<file path="config.mk">
export PLATFORM = sky130hd
export DESIGN_NAME = debounce_edge_detect
export DESIGN_NICKNAME = d
export VERILOG_FILES = /design/src/rtl/debounce_edge_detect.sv
export SDC_FILE = /design/constraint.sdc
export NUM_CORES = 1
export LEC_CHECK = 0
export ABC_AREA = 1
export BUFFER_PORTS_ARGS = -buffer_cell sky130_fd_sc_hd__buf_2
export CAP_MARGIN = 10
export CORE_MARGIN = 2
export CORE_UTILIZATION = 45
export CTS_CLUSTER_DIAMETER = 30
export DETAILED_ROUTE_END_ITERATION = 8
export GPL_TIMING_DRIVEN = 1
export PLACE_DENSITY = 0.69
export SLEW_MARGIN = 15
export SYNTH_ARGS = -nofsm -noshare
export SYNTH_HDL_FRONTEND = slang
export SYNTH_SLANG_ARGS = --single-unit
</file>
<file path="constraint.sdc">
create_clock -name clk -period 1.26 [get_ports clk]
set_input_delay 0.189 -clock clk [delete_from_list [all_inputs] [get_ports clk]]
set_output_delay 0.189 -clock clk [all_outputs]
set_load 0.01 [all_outputs]
</file>
<file path="src/rtl/debounce_edge_detect.sv">
// Two-flop synchroniser and debounce FSM for a single flopped bit.
// Emits a clean level, one-cycle rise/fall pulses and a wrapping rising-edge count.
//
// state        | meaning
// -------------+---------------------------------------------------------
// ST_LOW       | accepted level 0, d_sync agrees
// ST_WAIT_HIGH | accepted level 0, d_sync has been 1 for stab_cnt samples
// ST_HIGH      | accepted level 1, d_sync agrees
// ST_WAIT_LOW  | accepted level 1, d_sync has been 0 for stab_cnt samples
module debounce_edge_detect #(
    parameter int STABLE_CYCLES = 4,
    parameter int CNT_WIDTH     = 8
) (
    input  logic                 clk,
    input  logic                 reset_n,
    input  logic                 d_in,
    input  logic                 cnt_clr_in,
    output logic                 q_out,
    output logic                 rise_out,
    output logic                 fall_out,
    output logic [CNT_WIDTH-1:0] edge_cnt_out
);

    localparam int            SW = $clog2(STABLE_CYCLES + 1);
    localparam logic [SW-1:0] TC = SW'(STABLE_CYCLES - 1);

    // Three-bit encoding leaves spare codes; they fall into the default arm.
    typedef enum logic [2:0] {
        ST_LOW       = 3'b000,
        ST_WAIT_HIGH = 3'b001,
        ST_HIGH      = 3'b010,
        ST_WAIT_LOW  = 3'b011
    } state_t;

    state_t        state;
    state_t        state_nxt;
    logic [SW-1:0] stab_cnt;
    logic [SW-1:0] stab_cnt_nxt;
    logic          sync1;
    logic          sync2;
    logic          d_sync;
    logic          q_nxt;
    logic          rise_nxt;
    logic          fall_nxt;

    always_ff @(posedge clk or negedge reset_n) begin
        if (!reset_n) begin
            sync1 <= 1'b0;
            sync2 <= 1'b0;
        end else begin
            sync1 <= d_in;
            sync2 <= sync1;
        end
    end

    assign d_sync = sync2;

    always_ff @(posedge clk or negedge reset_n) begin
        if (!reset_n) begin
            state    <= ST_LOW;
            stab_cnt <= '0;
            q_out    <= 1'b0;
            rise_out <= 1'b0;
            fall_out <= 1'b0;
        end else begin
            state    <= state_nxt;
            stab_cnt <= stab_cnt_nxt;
            q_out    <= q_nxt;
            rise_out <= rise_nxt;
            fall_out <= fall_nxt;
        end
    end

    always_comb begin
        state_nxt    = ST_LOW;
        stab_cnt_nxt = '0;
        q_nxt        = 1'b0;
        rise_nxt     = 1'b0;
        fall_nxt     = 1'b0;
        case (state)
            ST_LOW: begin
                if (d_sync) begin
                    state_nxt    = ST_WAIT_HIGH;
                    stab_cnt_nxt = SW'(1);
                end
            end
            ST_WAIT_HIGH: begin
                if (!d_sync) begin
                    state_nxt = ST_LOW;
                end else if (stab_cnt == TC) begin
                    state_nxt = ST_HIGH;
                    q_nxt     = 1'b1;
                    rise_nxt  = 1'b1;
                end else begin
                    state_nxt    = ST_WAIT_HIGH;
                    stab_cnt_nxt = stab_cnt + SW'(1);
                end
            end
            ST_HIGH: begin
                q_nxt = 1'b1;
                if (!d_sync) begin
                    state_nxt    = ST_WAIT_LOW;
                    stab_cnt_nxt = SW'(1);
                end else begin
                    state_nxt = ST_HIGH;
                end
            end
            ST_WAIT_LOW: begin
                q_nxt = 1'b1;
                if (d_sync) begin
                    state_nxt = ST_HIGH;
                end else if (stab_cnt == TC) begin
                    state_nxt = ST_LOW;
                    q_nxt     = 1'b0;
                    fall_nxt  = 1'b1;
                end else begin
                    state_nxt    = ST_WAIT_LOW;
                    stab_cnt_nxt = stab_cnt + SW'(1);
                end
            end
            default: begin
                state_nxt = ST_LOW;
            end
        endcase
    end

    // Clear takes priority over a coincident rise.
    always_ff @(posedge clk or negedge reset_n) begin
        if (!reset_n) begin
            edge_cnt_out <= '0;
        end else if (cnt_clr_in) begin
            edge_cnt_out <= '0;
        end else if (rise_nxt) begin
            edge_cnt_out <= edge_cnt_out + CNT_WIDTH'(1);
        end
    end

endmodule

</file>
# Yosys cells after proc, flatten, opt, wreduce, memory -nomap -nowiden

Cells that the tools add are included.

Word-level logic and storage cells: 38
Output and inout bits: 11
Bits in registers: 19

Equality and inequality tests: 4
$add $sub $neg: 2
Reduce and logical (&&, ||, !) cells: 2
Multiplexer cells: 22

Operator list:

| kind                                                                  | number |
|---|---|
| 3-bit one-hot mux with 4 select lines                                 | 2 |
| 8-bit two-way mux                                                     | 2 |
| 1-bit two-way mux                                                     | 10 |
| 3-bit by 2-bit equality test with 1-bit output, second input constant | 3 |
| 3-bit two-way mux                                                     | 3 |
| 8-bit by 1-bit adder with 8-bit output, second input constant         | 1 |
| 2-bit two-way mux                                                     | 4 |
| 3-bit by 1-bit adder with 3-bit output, second input constant         | 1 |
| 3-bit by 1-bit equality test with 1-bit output, second input constant | 1 |
| 3-bit zero test                                                       | 1 |
| 1-bit one-hot mux with 3 select lines                                 | 1 |
| 2-bit nonzero test                                                    | 1 |

# Depth between registers and ports, before layout

Depth after elaboration: 6
Gate-level depth with buffers: 7
Mapped depth without buffers: 7

# Least setup slack after synthesis

No wires, ideal clock.

Path type: register to register
Start: register edge_cnt_out[0]
End: register edge_cnt_out[2]
Data arrival time: 1062 ps
Setup slack: 79 ps
Data required time: 1141 ps
Period minus slack after synthesis: 1181 ps
Stages on the path, launching flop included: 5
Cells stage by stage: dfrtp_1 -> ha_1 -> or2_2 -> nand4_1 -> nand2_1

Cells in the longest elaborated chain, start to end: 3

Ends and longest elaborated chain:

| element                                | RTL line | source |
|---|---|---|
| start, declared                        | 21       | `output logic [CNT_WIDTH-1:0] edge_cnt_out` |
| start signal, assigned                 | 134      | `edge_cnt_out <= edge_cnt_out + CNT_WIDTH'(1);` |
| 8-bit by 1-bit adder with 8-bit output | 134      |  |
| 8-bit two-way mux                      | 133      | `end else if (rise_nxt) begin` |
| 8-bit two-way mux                      | 131      | `end else if (cnt_clr_in) begin` |

No other way between the ends. The select of a mux whose other input is x is not followed.
A chain may end at the register's enable or synchronous reset.

# Worst setup path after layout

Start: register stab_cnt[0]
End: register edge_cnt_out[0]

Cells in the longest elaborated chain, start to end: 5

Ends and longest elaborated chain:

| element                                        | RTL line | source |
|---|---|---|
| start, declared                                | 37       | `logic [SW-1:0] stab_cnt;` |
| start signal, assigned                         | 67       | `stab_cnt <= stab_cnt_nxt;` |
| 3-bit by 2-bit equality test with 1-bit output | 90       | `end else if (stab_cnt == TC) begin` |
| 1-bit two-way mux                              | 90       |  |
| 1-bit two-way mux                              | 88       | `if (!d_sync) begin` |
| 1-bit two-way mux                              | 80       | `case (state)` |
| 2-bit nonzero test (no source line)            | -        |  |

No other way between the ends.

==> tab_implementation.tex <==
\begin{tabular}{lr}
\hline
Metric & Value \\
\hline
\multicolumn{2}{l}{\textbf{Outcome}} \\
\quad Outcome & finished clean \\
\multicolumn{2}{l}{\textbf{Route}} \\
\quad Number of detailed-routing iterations run before antenna repair & 4 \\
\quad Wire per inst & 11.51 um \\
\quad Detailed router's first-iteration violation count & 9 \\
\quad \# DRC & 0 \\
\quad Overall routed net length & 1.565 mm \\
\quad Final antenna-violating net count & 0 \\
\quad Total number of vias & 657 \\
\quad Detailed-route vias per instance & 4.831 \\
\multicolumn{2}{l}{\textbf{STA}} \\
\quad Worst Max-Slew Pin Slew & 0.3896 ns \\
\quad Setup repair after global routing missed its margin & true \\
\quad Skew final & 0.003939 ns \\
\quad Max-slew violation count & 0 \\
\quad Tcrit/Tclk final & 99.34\% \\
\quad Rel. slew slack & 74.03\% \\
\quad Final hold slack & 0.3486 ns \\
\quad Final setup TNS & 0 ns \\
\quad Final setup violating endpoints & 0 \\
\quad Hold Fails Final Rpt & 0 \\
\quad Min Tclk post-route & 1.252 ns \\
\quad Achievable clock frequency & 0.7990 GHz \\
\multicolumn{2}{l}{\textbf{Clock network}} \\
\quad Buffer cell driving the clock tree root & clkbuf\_4 \\
\quad Max clock buf depth & 2 \\
\quad H-tree level count & 1 \\
\quad Clock-pin slew on the worst setup and hold paths & 0.09 ns \\
\quad CTS tree & done \\
\quad Clock buffers created by TritonCTS & 3 \\
\quad Sink Count & 18 \\
\quad Clock latency reported for the late side of the worst-skew pair & 0.29 ns \\
\multicolumn{2}{l}{\textbf{Synth}} \\
\quad Share of synthesized area occupied by flip-flops and latches & 55.13\% \\
\quad Share of synthesized cell area in full adder, half adder and majority cells & 3.063\% \\
\quad Synthesized-area fraction occupied by ao, oa, aoi and oai cells & 8.729\% \\
\quad Avg Cell Area, Syn & 9.391 sq um \\
\quad Async set-reset flop share out of synthesis & 100.0\% \\
\quad Count of mapped cells out of synthesis & 87 \\
\quad Mux share of post-synthesis cell area & 0\% \\
\quad Largest cells by area after synthesis & dfrtp\_1 55\%, nand2\_1 6.0\%, nand3\_1 5.5\%, inv\_1 5.1\%, o21ai\_0 3.7\% \\
\quad Cell area after synthesis & 817.0 sq um \\
\quad Number of different library cells in the post-synthesis netlist & 19 \\
\quad Synth Area in XOR/XNOR & 0\% \\
\quad Proportion of netlist area held by the largest area contributor & 55.13\% \\
\quad Primary flip-flop cell chosen by synthesis mapping & dfrtp\_1 \\
\quad YS warnings & 0 \\
\quad Total of flip-flops plus latches after synthesis & 18 \\
\quad Ranking of synthesized cells by instance count & 18 x dfrtp\_1, 13 x nand2\_1, 11 x inv\_1, 9 x nand3\_1, 8 x nor2\_1 \\
\quad Net count after synthesis & 93 \\
\quad Cell taking the most area after synthesis & dfrtp\_1 \\
\quad Number of enable-type register cells in the synthesized netlist & 0 \\
\quad Basic-gate share of the synthesized area counting and, or, nand and nor cells & 25.27\% \\
\quad Cell with the most instances after synthesis & dfrtp\_1 \\
\quad Main combinational cell family by area after synthesis & simple AND/OR/NAND/NOR gates \\
\multicolumn{2}{l}{\textbf{Final layout}} \\
\quad Area growth syn-to-layout & 24.81\% \\
\quad Count of inserted antenna diode cells & 0 \\
\quad Count of filler cells inserted in the layout & 147 \\
\quad Proportion of layout cells with a drive suffix above 1 & 35.14\% \\
\quad Total number of nets in the final design & 119 \\
\multicolumn{2}{l}{\textbf{Die}} \\
\quad Full die area & 2172 sq um \\
\quad Core outline area & 1708 sq um \\
\quad I/O pin cnt & 15 \\
\quad Vert. Die Dim & 46.61 um \\
\quad Number of standard-cell rows in the floorplan & 15 \\
\quad Die span in x & 46.61 um \\
\quad Starting density of the core & 47.84\% \\
\multicolumn{2}{l}{\textbf{Setup path}} \\
\quad Worst Path Required & 1.43 ns \\
\quad Arrival time at the worst endpoint & 1.42 ns \\
\quad Sort of element at the end of the critical path & flip-flop \\
\quad Worst reg2reg endpoint & edge\_cnt\_out[0]\$\_DFFE\_PN0P\_ \\
\quad Ordered list of cells on the worst path & ha\_4 > nand3\_4 > nor2\_4 > inv\_2 > nand2\_1 > o21ai\_0 \\
\quad Reg2reg path depth & 6 \\
\quad Critical path peak fanout & 8 \\
\quad Critical register-to-register path startpoint & stab\_cnt[0]\$\_DFF\_PN0\_ \\
\quad CP max stage delay & 0.40 ns \\
\quad Worst setup path category & flip-flop to flip-flop \\
\quad Library cell contributing the largest single delay on the critical path & dfrtp\_1 \\
\quad Flop-to-flop setup slack & 0.008 ns \\
\quad Launch point of the worst path & stab\_cnt[0]\$\_DFF\_PN0\_ \\
\quad CP startpoint kind & flip-flop \\
\multicolumn{2}{l}{\textbf{Power and ir drop}} \\
\quad Power, Total & 1.192 mW \\
\quad Peak ir drop on the vdd network & 731.5 uV \\
\quad Total power density per cell area & 1169 nW/um\^{}2 \\
\quad Static Leak & 0.5194 nW \\
\multicolumn{2}{l}{\textbf{Run}} \\
\quad Max-cap violations & 0 \\
\multicolumn{2}{l}{\textbf{GRT}} \\
\quad Initial antenna violation count & 0 \\
\quad Global router's overall resource usage & 17.48\% \\
\quad Vias in the first global route & 618 \\
\quad Pin count of the biggest net entering global routing & 19 \\
\quad GRT Residual Overflow & 0 \\
\quad First-pass GRT wire length & 2.580 mm \\
\multicolumn{2}{l}{\textbf{Placed design}} \\
\quad Final weighted congestion of routability-driven global placement & 0.8173 \\
\quad Number of buffers inserted by port buffering & 14 \\
\quad Detailed Place HPWL & 1.108 mm \\
\multicolumn{2}{l}{\textbf{Worst hold path}} \\
\quad Class of the tightest hold or removal check & input port to asynchronous set/reset pin \\
\hline
\end{tabular}
## per-stage QoR
step                      cells  util [%]  setup slack [ns]  area, sq um
after global routing        136     59.71          -0.08009         1020
after global placement      130     55.09           0.02925        940.9
after CTS                   136     58.39           0.01053        997.2
final                       136     59.71          0.008371         1020
after detailed placement    130     55.09         0.0006923        940.9
after floorplan              87         -           0.07861        817.0
## area by class of cell
type / count / area, sq um / area share [%]
Sequential cell: 18 / 451.7 / 44.29
Multi-Input combinational cell: 55 / 326.6 / 32.02
Timing Repair Buffer: 22 / 138.9 / 13.62
Inverter: 13 / 48.80 / 4.785
Tap cell: 25 / 31.28 / 3.067
Clock buffer: 3 / 22.52 / 2.209
## where the power goes
group          switching [mW]  internal (mW)  leakage (nW)  total (mW)
sequential             0.0559          0.647         0.239       0.703
combinational           0.128         0.0887         0.266       0.217
clock                   0.161          0.111        0.0138       0.272
## per-layer routing
metal,vias to the layer above,routed length [um],GRT usage [%]
met4,0,12,10.56
met3,2,53,3.529
li1,334,-,-
met2,12,764,26.11
met1,309,735,23.15
met5,-,0,0
## cell families after synthesis
logic type	count (synthesis)
fa+ha+maj	2
buf+inv	14
simple gates	41
flops	18
compound gates	12
## worst max-delay path, delay by kind of cell (launching register included)
family          cells  cell delay, ns
simple gates        3            0.41
flops               1            0.40
fa+ha+maj           1            0.17
compound gates      1            0.10
buf+inv             1            0.07
## sequential cells by signal, summed over array words and instances (netlist names)
register / count
state: 2
fall_out: 1
d_sync: 1
edge_cnt_out: 8
stab_cnt: 3
rise_out: 1
q_out: 1
sync1: 1
## cells in the final DEF (no fill, tap or decap), drive strengths merged
| cell type | synthesis | routed |
|---|---|---|
| ha | 2 | 2 |
| nand3 | 10 | 10 |
| o21ai | 8 | 8 |
| nand4 | 4 | 4 |
| clkbuf | 0 | 3 |
| nor3 | 2 | 2 |
| inv | 12 | 12 |
| a21oi | 4 | 4 |
| clkinv | 1 | 1 |
| or2 | 1 | 1 |
| buf | 1 | 20 |
| dfrtp | 18 | 18 |
| nand2 | 13 | 13 |
| nor2 | 11 | 11 |
| dlygate4sd3 | 0 | 2 |
## repair_timing
action | 4_1_cts | 5_1_grt
endpoints found under the setup margin | 1 | 8
pin swaps | 2 | 3
hold endpoints to repair | 19 | 0
gates resized for setup | 3 | 7
setup buffers | 1 | 0
hold buffers | 2 | 0
## how the worst max path moves through the flow
stage	to	slack [ns]	depth (start not counted)
3_5_place_dp	edge_cnt_out[0]$_DFFE_PN0P_	0.0007	6
5_1_grt	edge_cnt_out[0]$_DFFE_PN0P_	-0.08	6
4_1_cts	edge_cnt_out[0]$_DFFE_PN0P_	0.01	6
6_report	edge_cnt_out[0]$_DFFE_PN0P_	0.008	6
3_3_place_gp	edge_cnt_out[0]$_DFFE_PN0P_	0.03	6
2_1_floorplan	edge_cnt_out[2]$_DFFE_PN0P_	0.08	4
(Power assumes the default switching activity.)
